**src/rtl/dma_regs_pkg.sv**
```systemverilog
// dma_regs_pkg: AXI DMA register map, control/status constants, error codes and launcher FSM states
package dma_regs_pkg;
   localparam logic [9:0] MM2S_DMACR        = 10'h00;
   localparam logic [9:0] MM2S_DMASR        = 10'h04;
   localparam logic [9:0] MM2S_CURDESC_LSB  = 10'h08;
   localparam logic [9:0] MM2S_CURDESC_MSB  = 10'h0C;
   localparam logic [9:0] MM2S_TAILDESC_LSB = 10'h10;
   localparam logic [9:0] MM2S_TAILDESC_MSB = 10'h14;
   localparam logic [9:0] S2MM_DMACR        = 10'h30;
   localparam logic [9:0] S2MM_DMASR        = 10'h34;
   localparam logic [9:0] S2MM_CURDESC_LSB  = 10'h38;
   localparam logic [9:0] S2MM_CURDESC_MSB  = 10'h3C;
   localparam logic [9:0] S2MM_TAILDESC_LSB = 10'h40;
   localparam logic [9:0] S2MM_TAILDESC_MSB = 10'h44;
   localparam logic [31:0] DMACR_RS_IOCEN = 32'h0000_1001;
   localparam int          DMASR_IOC      = 12;
   localparam logic [31:0] DMASR_IOC_W1C  = 32'h0000_1000;
   localparam logic [31:0] DMASR_ERR      = 32'h0000_0070;
   localparam logic [3:0]  LAST_STEP      = 4'd9;
   localparam logic [2:0] ERR_NONE    = 3'd0;
   localparam logic [2:0] ERR_BRESP   = 3'd1;
   localparam logic [2:0] ERR_RRESP   = 3'd2;
   localparam logic [2:0] ERR_MM2S    = 3'd3;
   localparam logic [2:0] ERR_S2MM    = 3'd4;
   localparam logic [2:0] ERR_TIMEOUT = 3'd5;
   typedef logic [3:0] state_t;
   localparam state_t S_IDLE     = 4'd0;
   localparam state_t S_WR_REQ   = 4'd1;
   localparam state_t S_WR_RESP  = 4'd2;
   localparam state_t S_RD_REQ   = 4'd3;
   localparam state_t S_RD_RESP  = 4'd4;
   localparam state_t S_EVAL     = 4'd5;
   localparam state_t S_CLR_REQ  = 4'd6;
   localparam state_t S_CLR_RESP = 4'd7;
   localparam state_t S_DONE     = 4'd8;
   localparam state_t S_ERR      = 4'd9;
endpackage

```
**src/rtl/dma_sg_launcher_if.sv**
```systemverilog
// dma_sg_launcher_if: AXI4-Lite bus bundle with master/slave views
interface dma_sg_launcher_if #(parameter int ADDR_W = 10);
   logic [ADDR_W-1:0] awaddr;
   logic              awvalid, awready;
   logic [31:0]       wdata;
   logic [3:0]        wstrb;
   logic              wvalid, wready;
   logic [1:0]        bresp;
   logic              bvalid, bready;
   logic [ADDR_W-1:0] araddr;
   logic              arvalid, arready;
   logic [31:0]       rdata;
   logic [1:0]        rresp;
   logic              rvalid, rready;
   modport master (
      output awaddr, awvalid, wdata, wstrb, wvalid, bready, araddr, arvalid, rready,
      input  awready, wready, bresp, bvalid, arready, rdata, rresp, rvalid
   );
   modport slave (
      input  awaddr, awvalid, wdata, wstrb, wvalid, bready, araddr, arvalid, rready,
      output awready, wready, bresp, bvalid, arready, rdata, rresp, rvalid
   );
endinterface

```
**src/rtl/axil_single_master.sv**
```systemverilog
// axil_single_master: one-shot AXI4-Lite write/read engine, one transaction at a time, ack on B/R beat
module axil_single_master #(
   parameter int ADDR_W = 10
) (
   input  logic              clk,
   input  logic              rst,
   input  logic              wr_req,
   input  logic              rd_req,
   input  logic [ADDR_W-1:0] addr,
   input  logic [31:0]       wdata,
   output logic              ack,
   output logic [1:0]        resp,
   output logic [31:0]       rdata,
   dma_sg_launcher_if.master m_axil
);
   logic awv_q, awv_d, wv_q, wv_d, bready_q, bready_d;
   logic arv_q, arv_d, rready_q, rready_d, idle, start;
   logic [ADDR_W-1:0] addr_q, addr_d;
   logic [31:0] wdata_q, wdata_d;
   always_comb begin
      idle     = ~(awv_q | wv_q | bready_q | arv_q | rready_q);
      start    = idle & (wr_req | rd_req);
      awv_d    = (wr_req & idle) | (awv_q & ~m_axil.awready);
      wv_d     = (wr_req & idle) | (wv_q & ~m_axil.wready);
      // response phase opens only once both AW and W have been accepted
      bready_d = bready_q ? ~m_axil.bvalid : (awv_q | wv_q) & ~awv_d & ~wv_d;
      arv_d    = (rd_req & idle) | (arv_q & ~m_axil.arready);
      rready_d = rready_q ? ~m_axil.rvalid : arv_q & m_axil.arready;
      addr_d   = start ? addr : addr_q;
      wdata_d  = start ? wdata : wdata_q;
   end
   always_ff @(posedge clk) begin
      if (rst) begin
         awv_q    <= 1'b0;
         wv_q     <= 1'b0;
         bready_q <= 1'b0;
         arv_q    <= 1'b0;
         rready_q <= 1'b0;
         addr_q   <= '0;
         wdata_q  <= '0;
      end else begin
         awv_q    <= awv_d;
         wv_q     <= wv_d;
         bready_q <= bready_d;
         arv_q    <= arv_d;
         rready_q <= rready_d;
         addr_q   <= addr_d;
         wdata_q  <= wdata_d;
      end
   end
   assign m_axil.awaddr  = addr_q;
   assign m_axil.awvalid = awv_q;
   assign m_axil.wdata   = wdata_q;
   assign m_axil.wstrb   = 4'hF;
   assign m_axil.wvalid  = wv_q;
   assign m_axil.bready  = bready_q;
   assign m_axil.araddr  = addr_q;
   assign m_axil.arvalid = arv_q;
   assign m_axil.rready  = rready_q;
   assign ack   = (bready_q & m_axil.bvalid) | (rready_q & m_axil.rvalid);
   assign resp  = bready_q ? m_axil.bresp : m_axil.rresp;
   assign rdata = m_axil.rdata;
endmodule

```
**src/rtl/dma_sg_launcher.sv**
```systemverilog
// dma_sg_launcher: programs AXI DMA SG channels, polls DMASR for IOC/error, clears IOC, reports done/error
module dma_sg_launcher
   import dma_regs_pkg::*;
#(
   parameter logic [31:0] MM2S_CURDESC  = 32'hA001_0000,
   parameter logic [31:0] MM2S_TAILDESC = 32'hA001_0200,
   parameter logic [31:0] S2MM_CURDESC  = 32'hA001_0100,
   parameter logic [31:0] S2MM_TAILDESC = 32'hA001_0300,
   parameter int          ADDR_W        = 10,
   parameter int unsigned POLL_TIMEOUT  = 1_000_000
) (
   input  logic        clk,
   input  logic        rst,
   input  logic        cfg_done,
   output logic        busy,
   output logic        done,
   output logic        error,
   output logic [2:0]  err_code,
   output logic [31:0] last_status,
   dma_sg_launcher_if.master m_axil
);
   state_t state_q, state_d;
   logic [3:0]  step_q, step_d;
   logic [31:0] poll_q, poll_d, last_q, last_d, rom_d, req_data, rdata;
   logic [9:0]  rom_a;
   logic [ADDR_W-1:0] req_addr;
   logic [2:0]  code_q, code_d;
   logic cfg_q, busy_q, busy_d, error_q, error_d, rd_sel_q, rd_sel_d, clr_sel_q, clr_sel_d;
   logic ioc_s_q, ioc_s_d, ioc_m_q, ioc_m_d, ioc_s_new, ioc_m_new;
   logic launch, wr_req, rd_req, ack;
   logic [1:0] resp;
   // S2MM is armed before MM2S so the receive side is ready when data starts moving
   always_comb begin
      case (step_q)
         4'd0:    begin rom_a = S2MM_CURDESC_LSB;  rom_d = S2MM_CURDESC;   end
         4'd1:    begin rom_a = S2MM_CURDESC_MSB;  rom_d = 32'h0;          end
         4'd2:    begin rom_a = S2MM_DMACR;        rom_d = DMACR_RS_IOCEN; end
         4'd3:    begin rom_a = S2MM_TAILDESC_MSB; rom_d = 32'h0;          end
         4'd4:    begin rom_a = S2MM_TAILDESC_LSB; rom_d = S2MM_TAILDESC;  end
         4'd5:    begin rom_a = MM2S_CURDESC_LSB;  rom_d = MM2S_CURDESC;   end
         4'd6:    begin rom_a = MM2S_CURDESC_MSB;  rom_d = 32'h0;          end
         4'd7:    begin rom_a = MM2S_DMACR;        rom_d = DMACR_RS_IOCEN; end
         4'd8:    begin rom_a = MM2S_TAILDESC_MSB; rom_d = 32'h0;          end
         default: begin rom_a = MM2S_TAILDESC_LSB; rom_d = MM2S_TAILDESC;  end
      endcase
   end
   always_comb begin
      state_d   = state_q;
      step_d    = step_q;
      poll_d    = poll_q;
      last_d    = last_q;
      code_d    = code_q;
      busy_d    = busy_q;
      error_d   = error_q;
      rd_sel_d  = rd_sel_q;
      clr_sel_d = clr_sel_q;
      ioc_s_d   = ioc_s_q;
      ioc_m_d   = ioc_m_q;
      wr_req    = 1'b0;
      rd_req    = 1'b0;
      launch    = cfg_done & ~cfg_q & ~busy_q;
      ioc_s_new = ioc_s_q | (~rd_sel_q & last_q[DMASR_IOC]);
      ioc_m_new = ioc_m_q | (rd_sel_q & last_q[DMASR_IOC]);
      case (state_q)
         S_IDLE: if (launch) begin
            state_d   = S_WR_REQ;
            step_d    = 4'd0;
            poll_d    = 32'd0;
            busy_d    = 1'b1;
            error_d   = 1'b0;
            code_d    = ERR_NONE;
            rd_sel_d  = 1'b0;
            clr_sel_d = 1'b0;
            ioc_s_d   = 1'b0;
            ioc_m_d   = 1'b0;
         end
         S_WR_REQ: begin
            wr_req  = 1'b1;
            state_d = S_WR_RESP;
         end
         S_WR_RESP: if (ack) begin
            state_d = resp != 2'b00 ? S_ERR : step_q == LAST_STEP ? S_RD_REQ : S_WR_REQ;
            code_d  = resp != 2'b00 ? ERR_BRESP : code_q;
            step_d  = resp == 2'b00 && step_q != LAST_STEP ? step_q + 4'd1 : step_q;
         end
         S_RD_REQ: begin
            rd_req  = 1'b1;
            state_d = S_RD_RESP;
         end
         S_RD_RESP: if (ack) begin
            last_d  = rdata;
            state_d = resp != 2'b00 ? S_ERR : S_EVAL;
            code_d  = resp != 2'b00 ? ERR_RRESP : code_q;
         end
         S_EVAL: begin
            ioc_s_d = ioc_s_new;
            ioc_m_d = ioc_m_new;
            if (|(last_q & DMASR_ERR)) begin
               state_d = S_ERR;
               code_d  = rd_sel_q ? ERR_MM2S : ERR_S2MM;
            end else if (ioc_s_new && ioc_m_new) begin
               state_d   = S_CLR_REQ;
               clr_sel_d = 1'b0;
            end else if (poll_q == 32'(POLL_TIMEOUT - 1)) begin
               state_d = S_ERR;
               code_d  = ERR_TIMEOUT;
            end else begin
               state_d  = S_RD_REQ;
               rd_sel_d = ~rd_sel_q;
               poll_d   = poll_q + 32'd1;
            end
         end
         S_CLR_REQ: begin
            wr_req  = 1'b1;
            state_d = S_CLR_RESP;
         end
         S_CLR_RESP: if (ack) begin
            state_d   = resp != 2'b00 ? S_ERR : clr_sel_q ? S_DONE : S_CLR_REQ;
            code_d    = resp != 2'b00 ? ERR_BRESP : code_q;
            clr_sel_d = 1'b1;
         end
         S_DONE: begin
            busy_d  = 1'b0;
            state_d = S_IDLE;
         end
         S_ERR: begin
            error_d = 1'b1;
            busy_d  = 1'b0;
            state_d = S_IDLE;
         end
         default: state_d = S_IDLE;
      endcase
      req_addr = state_q == S_WR_REQ ? ADDR_W'(rom_a)
               : state_q == S_RD_REQ ? ADDR_W'(rd_sel_q ? MM2S_DMASR : S2MM_DMASR)
               : ADDR_W'(clr_sel_q ? MM2S_DMASR : S2MM_DMASR);
      req_data = state_q == S_WR_REQ ? rom_d : DMASR_IOC_W1C;
   end
   always_ff @(posedge clk) begin
      if (rst) begin
         state_q   <= S_IDLE;
         step_q    <= 4'd0;
         poll_q    <= 32'd0;
         last_q    <= 32'd0;
         code_q    <= ERR_NONE;
         cfg_q     <= 1'b0;
         busy_q    <= 1'b0;
         error_q   <= 1'b0;
         rd_sel_q  <= 1'b0;
         clr_sel_q <= 1'b0;
         ioc_s_q   <= 1'b0;
         ioc_m_q   <= 1'b0;
      end else begin
         state_q   <= state_d;
         step_q    <= step_d;
         poll_q    <= poll_d;
         last_q    <= last_d;
         code_q    <= code_d;
         cfg_q     <= cfg_done;
         busy_q    <= busy_d;
         error_q   <= error_d;
         rd_sel_q  <= rd_sel_d;
         clr_sel_q <= clr_sel_d;
         ioc_s_q   <= ioc_s_d;
         ioc_m_q   <= ioc_m_d;
      end
   end
   axil_single_master #(.ADDR_W(ADDR_W)) u_axil (
      .clk    (clk),
      .rst    (rst),
      .wr_req (wr_req),
      .rd_req (rd_req),
      .addr   (req_addr),
      .wdata  (req_data),
      .ack    (ack),
      .resp   (resp),
      .rdata  (rdata),
      .m_axil (m_axil)
   );
   assign busy        = busy_q;
   assign done        = state_q == S_DONE;
   assign error       = error_q;
   assign err_code    = code_q;
   assign last_status = last_q;
endmodule

```
**src/flat_wrapper.sv**
```systemverilog
// flat-port wrapper written by rule: the top's interface ports become plain ports
module dma_sg_launcher_flat import dma_regs_pkg::*;
#(
   parameter logic [31:0] MM2S_CURDESC  = 32'hA001_0000,
   parameter logic [31:0] MM2S_TAILDESC = 32'hA001_0200,
   parameter logic [31:0] S2MM_CURDESC  = 32'hA001_0100,
   parameter logic [31:0] S2MM_TAILDESC = 32'hA001_0300,
   parameter int          ADDR_W        = 10,
   parameter int unsigned POLL_TIMEOUT  = 1_000_000
)
  (clk, rst, cfg_done, busy, done, error, err_code, last_status, m_axil_awaddr, m_axil_awvalid, m_axil_wdata, m_axil_wstrb, m_axil_wvalid, m_axil_bready, m_axil_araddr, m_axil_arvalid, m_axil_rready, m_axil_awready, m_axil_wready, m_axil_bresp, m_axil_bvalid, m_axil_arready, m_axil_rdata, m_axil_rresp, m_axil_rvalid);
  dma_sg_launcher_if #(.ADDR_W(ADDR_W)) m_axil_i ();
  input  logic clk;
  input  logic rst;
  input  logic cfg_done;
  output logic busy;
  output logic done;
  output logic error;
  output logic [2:0] err_code;
  output logic [31:0] last_status;
  output wire logic [$bits(m_axil_i.awaddr)-1:0] m_axil_awaddr;
  output wire logic [$bits(m_axil_i.awvalid)-1:0] m_axil_awvalid;
  output wire logic [$bits(m_axil_i.wdata)-1:0] m_axil_wdata;
  output wire logic [$bits(m_axil_i.wstrb)-1:0] m_axil_wstrb;
  output wire logic [$bits(m_axil_i.wvalid)-1:0] m_axil_wvalid;
  output wire logic [$bits(m_axil_i.bready)-1:0] m_axil_bready;
  output wire logic [$bits(m_axil_i.araddr)-1:0] m_axil_araddr;
  output wire logic [$bits(m_axil_i.arvalid)-1:0] m_axil_arvalid;
  output wire logic [$bits(m_axil_i.rready)-1:0] m_axil_rready;
  input wire logic [$bits(m_axil_i.awready)-1:0] m_axil_awready;
  input wire logic [$bits(m_axil_i.wready)-1:0] m_axil_wready;
  input wire logic [$bits(m_axil_i.bresp)-1:0] m_axil_bresp;
  input wire logic [$bits(m_axil_i.bvalid)-1:0] m_axil_bvalid;
  input wire logic [$bits(m_axil_i.arready)-1:0] m_axil_arready;
  input wire logic [$bits(m_axil_i.rdata)-1:0] m_axil_rdata;
  input wire logic [$bits(m_axil_i.rresp)-1:0] m_axil_rresp;
  input wire logic [$bits(m_axil_i.rvalid)-1:0] m_axil_rvalid;
  assign m_axil_awaddr = m_axil_i.awaddr;
  assign m_axil_awvalid = m_axil_i.awvalid;
  assign m_axil_wdata = m_axil_i.wdata;
  assign m_axil_wstrb = m_axil_i.wstrb;
  assign m_axil_wvalid = m_axil_i.wvalid;
  assign m_axil_bready = m_axil_i.bready;
  assign m_axil_araddr = m_axil_i.araddr;
  assign m_axil_arvalid = m_axil_i.arvalid;
  assign m_axil_rready = m_axil_i.rready;
  assign m_axil_i.awready = m_axil_awready;
  assign m_axil_i.wready = m_axil_wready;
  assign m_axil_i.bresp = m_axil_bresp;
  assign m_axil_i.bvalid = m_axil_bvalid;
  assign m_axil_i.arready = m_axil_arready;
  assign m_axil_i.rdata = m_axil_rdata;
  assign m_axil_i.rresp = m_axil_rresp;
  assign m_axil_i.rvalid = m_axil_rvalid;
  dma_sg_launcher #(.MM2S_CURDESC(MM2S_CURDESC), .MM2S_TAILDESC(MM2S_TAILDESC), .S2MM_CURDESC(S2MM_CURDESC), .S2MM_TAILDESC(S2MM_TAILDESC), .ADDR_W(ADDR_W), .POLL_TIMEOUT(POLL_TIMEOUT)) u_core (.clk(clk), .rst(rst), .cfg_done(cfg_done), .busy(busy), .done(done), .error(error), .err_code(err_code), .last_status(last_status), .m_axil(m_axil_i));
endmodule
```
**config.mk**
```make
export PLATFORM = sky130hd
export DESIGN_NAME = dma_sg_launcher_flat
export DESIGN_NICKNAME = d
export VERILOG_FILES = /design/src/rtl/dma_regs_pkg.sv /design/src/rtl/dma_sg_launcher_if.sv /design/src/rtl/axil_single_master.sv /design/src/rtl/dma_sg_launcher.sv /design/src/flat_wrapper.sv
export SDC_FILE = /design/constraint.sdc
export NUM_CORES = 1
export LEC_CHECK = 0
export BUFFER_PORTS_ARGS = -buffer_cell sky130_fd_sc_hd__buf_2
export CAP_MARGIN = 20
export CELL_PAD_IN_SITES_DETAIL_PLACEMENT = 1
export CELL_PAD_IN_SITES_GLOBAL_PLACEMENT = 2
export CORE_MARGIN = 2
export CORE_UTILIZATION = 30
export DETAILED_ROUTE_END_ITERATION = 10
export PLACE_DENSITY = 0.82
export SYNTH_ARGS = -nofsm -noshare
export SYNTH_HDL_FRONTEND = slang
export SYNTH_SLANG_ARGS = --single-unit
```
**constraint.sdc**
```tcl
create_clock -name clk -period 3.1 [get_ports clk]
set_input_delay 0.31 -clock clk [delete_from_list [all_inputs] [get_ports clk]]
set_output_delay 0.31 -clock clk [all_outputs]
set_load 0.005 [all_outputs]
```
==> results of run 1 <==
registers in the layout (all words and copies together), names as in the netlist, 3 cells and up:
signal,count
u_core.poll_q,32
u_core.err_code,3
u_core.u_axil.m_axil.wdata,5
u_core.rom_d,4
u_core.state_q,4
u_core.step_q,4
u_core.rom_a,5
u_core.last_status,32
u_core.u_axil.m_axil.araddr,5
logic make-up (layout without fill, tap and decap cells):
logic type,Yosys count,in the layout,synth area share (%)
and+or+nand+nor,281,281,27.1
AOI/OAI and AO/OA,148,148,17.5
xor gates and xnor gates,10,10,1.65
other,2,39,0.142
adders and majority gates,7,7,1.65
muxes,6,6,1.18
buffers and inverters,103,154,10.8
DFF,106,106,40.0
power groups by stage:
| stage | Sequential, mW | Combinational, mW | Clock [mW] |
|---|---|---|---|
| detailed placement | 1.59 | 1.06 | 0 |
| global route | 1.57 | 1.19 | 1.34 |
| floorplan | 1.54 | 0.794 | 0 |
| finish | 1.56 | 1.07 | 1.26 |
| global placement | 1.58 | 1.03 | 0 |
| CTS | 1.56 | 1.06 | 1.31 |
worst max-delay path, cell delays in order, from the launching register on:
cell      delay, ps
dfxtp_1         390
nor3_2          380
o221ai_1        270
or4b_2          690
a31oi_1         280
inv_1           140
ha_1            240
a32o_1          220
o21a_1          160
metal layers:
layer  routed length [um]  track usage, %  up-vias
met4                  269            6.30        0
li1                     -               -     2417
met5                    0               0        -
met1                 6880            20.7     2398
met3                  657            3.11       20
met2                 7390            27.9      108
stage by stage:
stage | std cells | utilization (%)
global route | 976 | 35.8
CTS | 974 | 35.7
global placement | 958 | 33.8
finish | 976 | 35.8
detailed placement | 958 | 33.8
floorplan | 700 | -
path summary, 6_finish.rpt:
path / startpoint / endpoint / slack [ps] / cells after the start
max: u_core.u_axil.m_axil.bready / u_core.rom_a[2] / 240 / 8
min reg2reg: u_core.last_status[15] / u_core.last_status[15] / 460 / 2
min: m_axil_rdata[7] / u_core.last_status[7] / 190 / 3
max reg2reg: u_core.u_axil.m_axil.bready / u_core.rom_a[2] / 240 / 8
synth_stat cells, types with 6 or more instances:
| cell type | n | area share [%] |
|---|---|---|
| nor3_1 | 11 | 1.0 |
| inv_1 | 18 | 1.3 |
| nor2_1 | 43 | 3.0 |
| nor2b_1 | 8 | 0.94 |
| nand2_1 | 102 | 7.2 |
| nand3_1 | 27 | 2.5 |
| and4_1 | 6 | 0.99 |
| nor4b_1 | 6 | 0.99 |
| nor4_1 | 12 | 1.4 |
| xnor2_1 | 10 | 1.7 |
| dfxtp_1 | 106 | 40 |
| or3_1 | 17 | 2.0 |
| o21ai_0 | 25 | 2.4 |
| and3_1 | 9 | 1.1 |
| buf_1 | 8 | 0.57 |
| clkbuf_1 | 25 | 1.8 |
| or4_1 | 7 | 0.99 |
| nand4_1 | 8 | 0.94 |
| a211oi_1 | 8 | 1.1 |
| ha_1 | 7 | 1.7 |
| buf_4 | 46 | 6.5 |
| a21oi_1 | 67 | 6.3 |
layout make-up:
type	instances	area [um^2]
well taps	225	282
multi-input cells	491	2750
repair buffers	120	648
fillers	2140	11100
inverters	18	67.6
clock inverters	6	88.8
clock buffers	10	239
flip-flops and latches	106	2120
==> results.md, run 1 <==
- Crit path launch type: flop
- Placed Instance Area: 5850 um^2
- CTS Root Cell: clkbuf_16
- Initial Util: between 30 and 40%
- Post-synth EDFFs: 0
- Post-DP HPWL: roughly 11000 um
- Wire per inst: 15.6 um
- Longest Clk Path Bufs: 2
- Final Setup Violations: 0
- Outcome: finished clean
- Setup ws final: 241 ps
- Largest net degree at the start of global routing: 45
- Hold buffer count at CTS: 0
- CTS resizes: 0
- Most used DFF post-synth: dfxtp_1
- Buffers added on ports: 103
- Cell Area, Synth: 5300 um^2
- WS Path Type: flop to flop
- Row count: 48
- # diodes: 0
- Post-route cell area: just over 6000 um^2
- DIE AREA: approximately 19000 um^2
- Internal power component: 2.58 mW
- Synth cell types: slightly below 70
- Vias: around 5000
- Crit path arrival time: 3110 ps
- Drt first pass iters: 4
- Final hold violation count: 0
- Core ar.: between 15000 and 20000 um^2
- Number of global-route vias before repair: 4962
- Vert. Die Dim: ~140 um
- Share of layout cells above drive strength 1: roughly 21%
- Worst Skew: ~6.6 ps
- Starting DRT DRC Count: about 220
- Most frequent cells in the layout: dfxtp_1 (106), buf_2 (104), nand2_1 (102), a21oi_1 (67), nor2_1 (43)
- TritonCTS Buffers: 9
- Net switching power: about 1.3 mW
- Hold Path Class: input port to flop
- Antenna Nets Post-Route: 0
- Logic pwr share: between 20 and 30%
- Switching share of power: between 30% and 40%
- Max-cap violations: 0
- F_max: approximately 350 MHz
- CTS sink count: 106
- Final Cycle Share: about 92%
- Async set-reset flop share out of synthesis: 0%
- Insertion delay to the later sink of the worst-skew pair: ~350 ps
- Routability congestion estimate from global placement: about 0.85
- H-tree Lvls: 3
- GRT Util Overall: ~17%
- Yosys reg bits: about 110
- Area grow syn2layout: 16.9%
- Avg Cell Area, Syn: about 8 um^2
- WP data required: 3350 ps
- Flop pwr share: roughly two fifths
- Global-route wire length before repair: between 20000 and 25000 um
- Pre-CTS WS: around 250 ps
- Pwr Total: around 4 mW
- Min Tclk post-route: roughly 2900 ps
- Register area share after synthesis: about 40%
- Nets: about 800
- Setup Buffers After CTS: 0
- Worst setup EP type: flop
- Final Max Slew Viols: 0
- Clk pwr share: between 30 and 40%
- Normalized max-slew margin: a little under half
- Pleak: between 2 and 2.5 nW
- Synth warn: 0
- Cell count after synthesis: 663
- Initial antenna violation count: 0
- RSZ-0062 raised after global routing: false
- # DRC: 0
- DRT Wirelength: between 15000 and 20000 um
- Post-Route Setup TNS: 0 ps
- CP max FO: 9
- Commonest non-fill, non-tap cell in the layout: dfxtp_1
- I/O pin count: 143
- Clock transition at path regs: roughly 70 ps
- VDD IR max: between 300 and 400 uV
- WHS: ~190 ps
- Global route overflow: 0
- Die X: roughly 140 um
- Slew @ Worst Pin: approximately 800 ps
- PwrDens: roughly 630 nW/um^2
- CTS tree: built
- DR vias/cell: a little over 5
(Power assumes the default switching activity.)
==> run 2: changes to the inputs <==
--- a/config.mk
+++ b/config.mk
@@ -13,6 +13,7 @@
 export CORE_UTILIZATION = 30
 export DETAILED_ROUTE_END_ITERATION = 10
 export PLACE_DENSITY = 0.82
+export RECOVER_POWER = 100
 export SYNTH_ARGS = -nofsm -noshare
 export SYNTH_HDL_FRONTEND = slang
 export SYNTH_SLANG_ARGS = --single-unit
==> results.md, run 2 (synthesis results as in run 1) <==
- Final Max Slew Viols: 0
- Post-Route Setup TNS: 0 ps
- Final Cycle Share: between 90 and 100%
- CP max FO: 9
- Drt first pass iters: 4
- Logic pwr share: approximately a quarter
- Grt met1 use: about a fifth
- Worst setup EP type: flop
- GRT Util Overall: between 10% and 20%
- Initial Util: ~31%
- FF-to-FF setup slack: about 240 ps
- CP delay by family, top: simple AND/OR/NAND/NOR gates
- # DRC: 0
- Row count: 48
- Wire per inst: ~16 um
- WS Path Type: flop to flop
- Hold Path Class: input port to flop
- DIE AREA: approximately 19000 um^2
- Register area: 2120 um^2
- DRT Wirelength: around 15000 um
- GRT busiest layer: met2
- Vias: between 4000 and 5000
- Global route overflow: 0
- CP Launch Point: u_core.u_axil.m_axil.bready
- Clock transition at path regs: 70 ps
- Outcome: finished clean
- Core ar.: around 17000 um^2
- Slowest-stage cell, CP: or4b_2
- Area grow syn2layout: 15.1%
- CTS Root Cell: clkbuf_16
- FILL cells: approximately 2200
- Number of global-route vias before repair: around 5000
- Vert. Die Dim: roughly 140 um
- RSZ-0062 raised after global routing: false
- Slew @ Worst Pin: approximately 1100 ps
- CTS tree: built
- Hold buffer count at CTS: 0
- Pwr Total: 3.84 mW
- CTS resizes: 0
- DR vias/cell: 5.06
- Final Setup Violations: 0
- Worst-path cell chain: nor3_2 > o221ai_1 > or4b_2 > a31oi_1 > inv_1 > ha_1 > a32o_1 > o21a_1
- VDD IR max: 314 uV
- I/O pin count: 143
- Grt met3 use: under 10%
- H-tree Lvls: 3
- F_max: between 300 and 400 MHz
- TritonCTS Buffers: 9
- Area of the multi-input gates: 2740 um^2
- Internal power component: between 2 and 3 mW
- # diodes: 0
- Met2 Usage GRT: between 20% and 30%
- Nets: between 700 and 800
- Final Instance Count excl. Fillers: between 900 and 1000
- Routability congestion estimate from global placement: roughly 0.85
- Crit path buf inv count: 1
- Crit path launch type: flop
- Initial antenna violation count: 0
- Setup Buffers After CTS: 0
- Hold wc startpoint: m_axil_rdata[7]
- Global-route wire length before repair: roughly 25000 um
- Max-cap violations: 0
- Flop pwr share: roughly two fifths
- Crit path arrival time: roughly 3100 ps
- Placed insts: about 960
- Die X: between 100 and 150 um
- CTS sink count: about 110
- Buffers added on ports: between 100 and 150
- Final hold violation count: 0
- Max stage delay on crit path: roughly 700 ps
- Clk pwr share: ~33%
- WP data required: between 3000 and 4000 ps
- Insertion delay to the later sink of the worst-skew pair: 350 ps
- Worst Skew: approximately 7 ps
- Longest Clk Path Bufs: 2
- Starting DRT DRC Count: about 230
- Reg-to-reg startpoint: u_core.u_axil.m_axil.bready
- Share of layout cells above drive strength 1: a little over an eighth
- Most frequent cells in the layout: dfxtp_1 (106), nand2_1 (102), a21oi_1 (67), buf_2 (58), clkbuf_1 (49)
- Normalized max-slew margin: between 20% and 30%
- Pleak: approximately 2.3 nW
- Antenna Nets Post-Route: 0
- Net switching power: about 1.3 mW
- Min Tclk post-route: approximately 2900 ps
- PwrDens: ~630 nW/um^2
- Largest net degree at the start of global routing: 45
- Commonest non-fill, non-tap cell in the layout: dfxtp_1
- Switching share of power: approximately a third
- Post-DP HPWL: around 11000 um
[run 2: cell count changes in the layout (fill, tap and decap cells not counted), sizes merged]
cell    delta
buf       -51
clkbuf    +51
[run 2: routing by layer]
metal,vias up,share of wire (%)
li1,2423,-
met1,2398,46
met4,0,1.5
met5,-,0
met2,98,49
met3,15,4.3
[run 2: power by group through the flow]
stage               Clock, mW  Sequential (mW)  Combinational, mW
floorplan                   0             1.54              0.794
CTS                      1.31             1.56               1.06
detailed placement          0             1.59               1.06
global placement            0             1.58               1.03
finish                   1.27             1.56               1.02
global route             1.34             1.57               1.15
[run 2: worst min-delay path: cells and delay by family]
kind                   cells  cell delay, ps
AO/OA/AOI/OAI              1              50
buffers and inverters      1             100
AND/OR/NAND/NOR            1              40
[run 2: layout make-up]
class | count | share of cell area, %
clock buffers | 10 | 3.92
repair buffers | 120 | 9.23
multi-input cells | 491 | 44.9
inverters | 18 | 1.11
clock inverters | 6 | 1.46
well taps | 225 | 4.61
flip-flops and latches | 106 | 34.8
[run 2: final timing paths]
check | to | depth (start not counted)
max | u_core.rom_a[2] | 8
min | u_core.last_status[7] | 3
max reg2reg | u_core.rom_a[2] | 8
min reg2reg | u_core.last_status[3] | 2
[run 2: through the flow]
step	utilization, %	setup slack, ps	hold WS [ps]	area (um^2)
floorplan	-	466	427	5440
global placement	33.8	384	438	5850
detailed placement	33.8	248	450	5850
CTS	35.7	231	173	6180
global route	35.3	10.6	190	6100
finish	35.3	241	189	6100
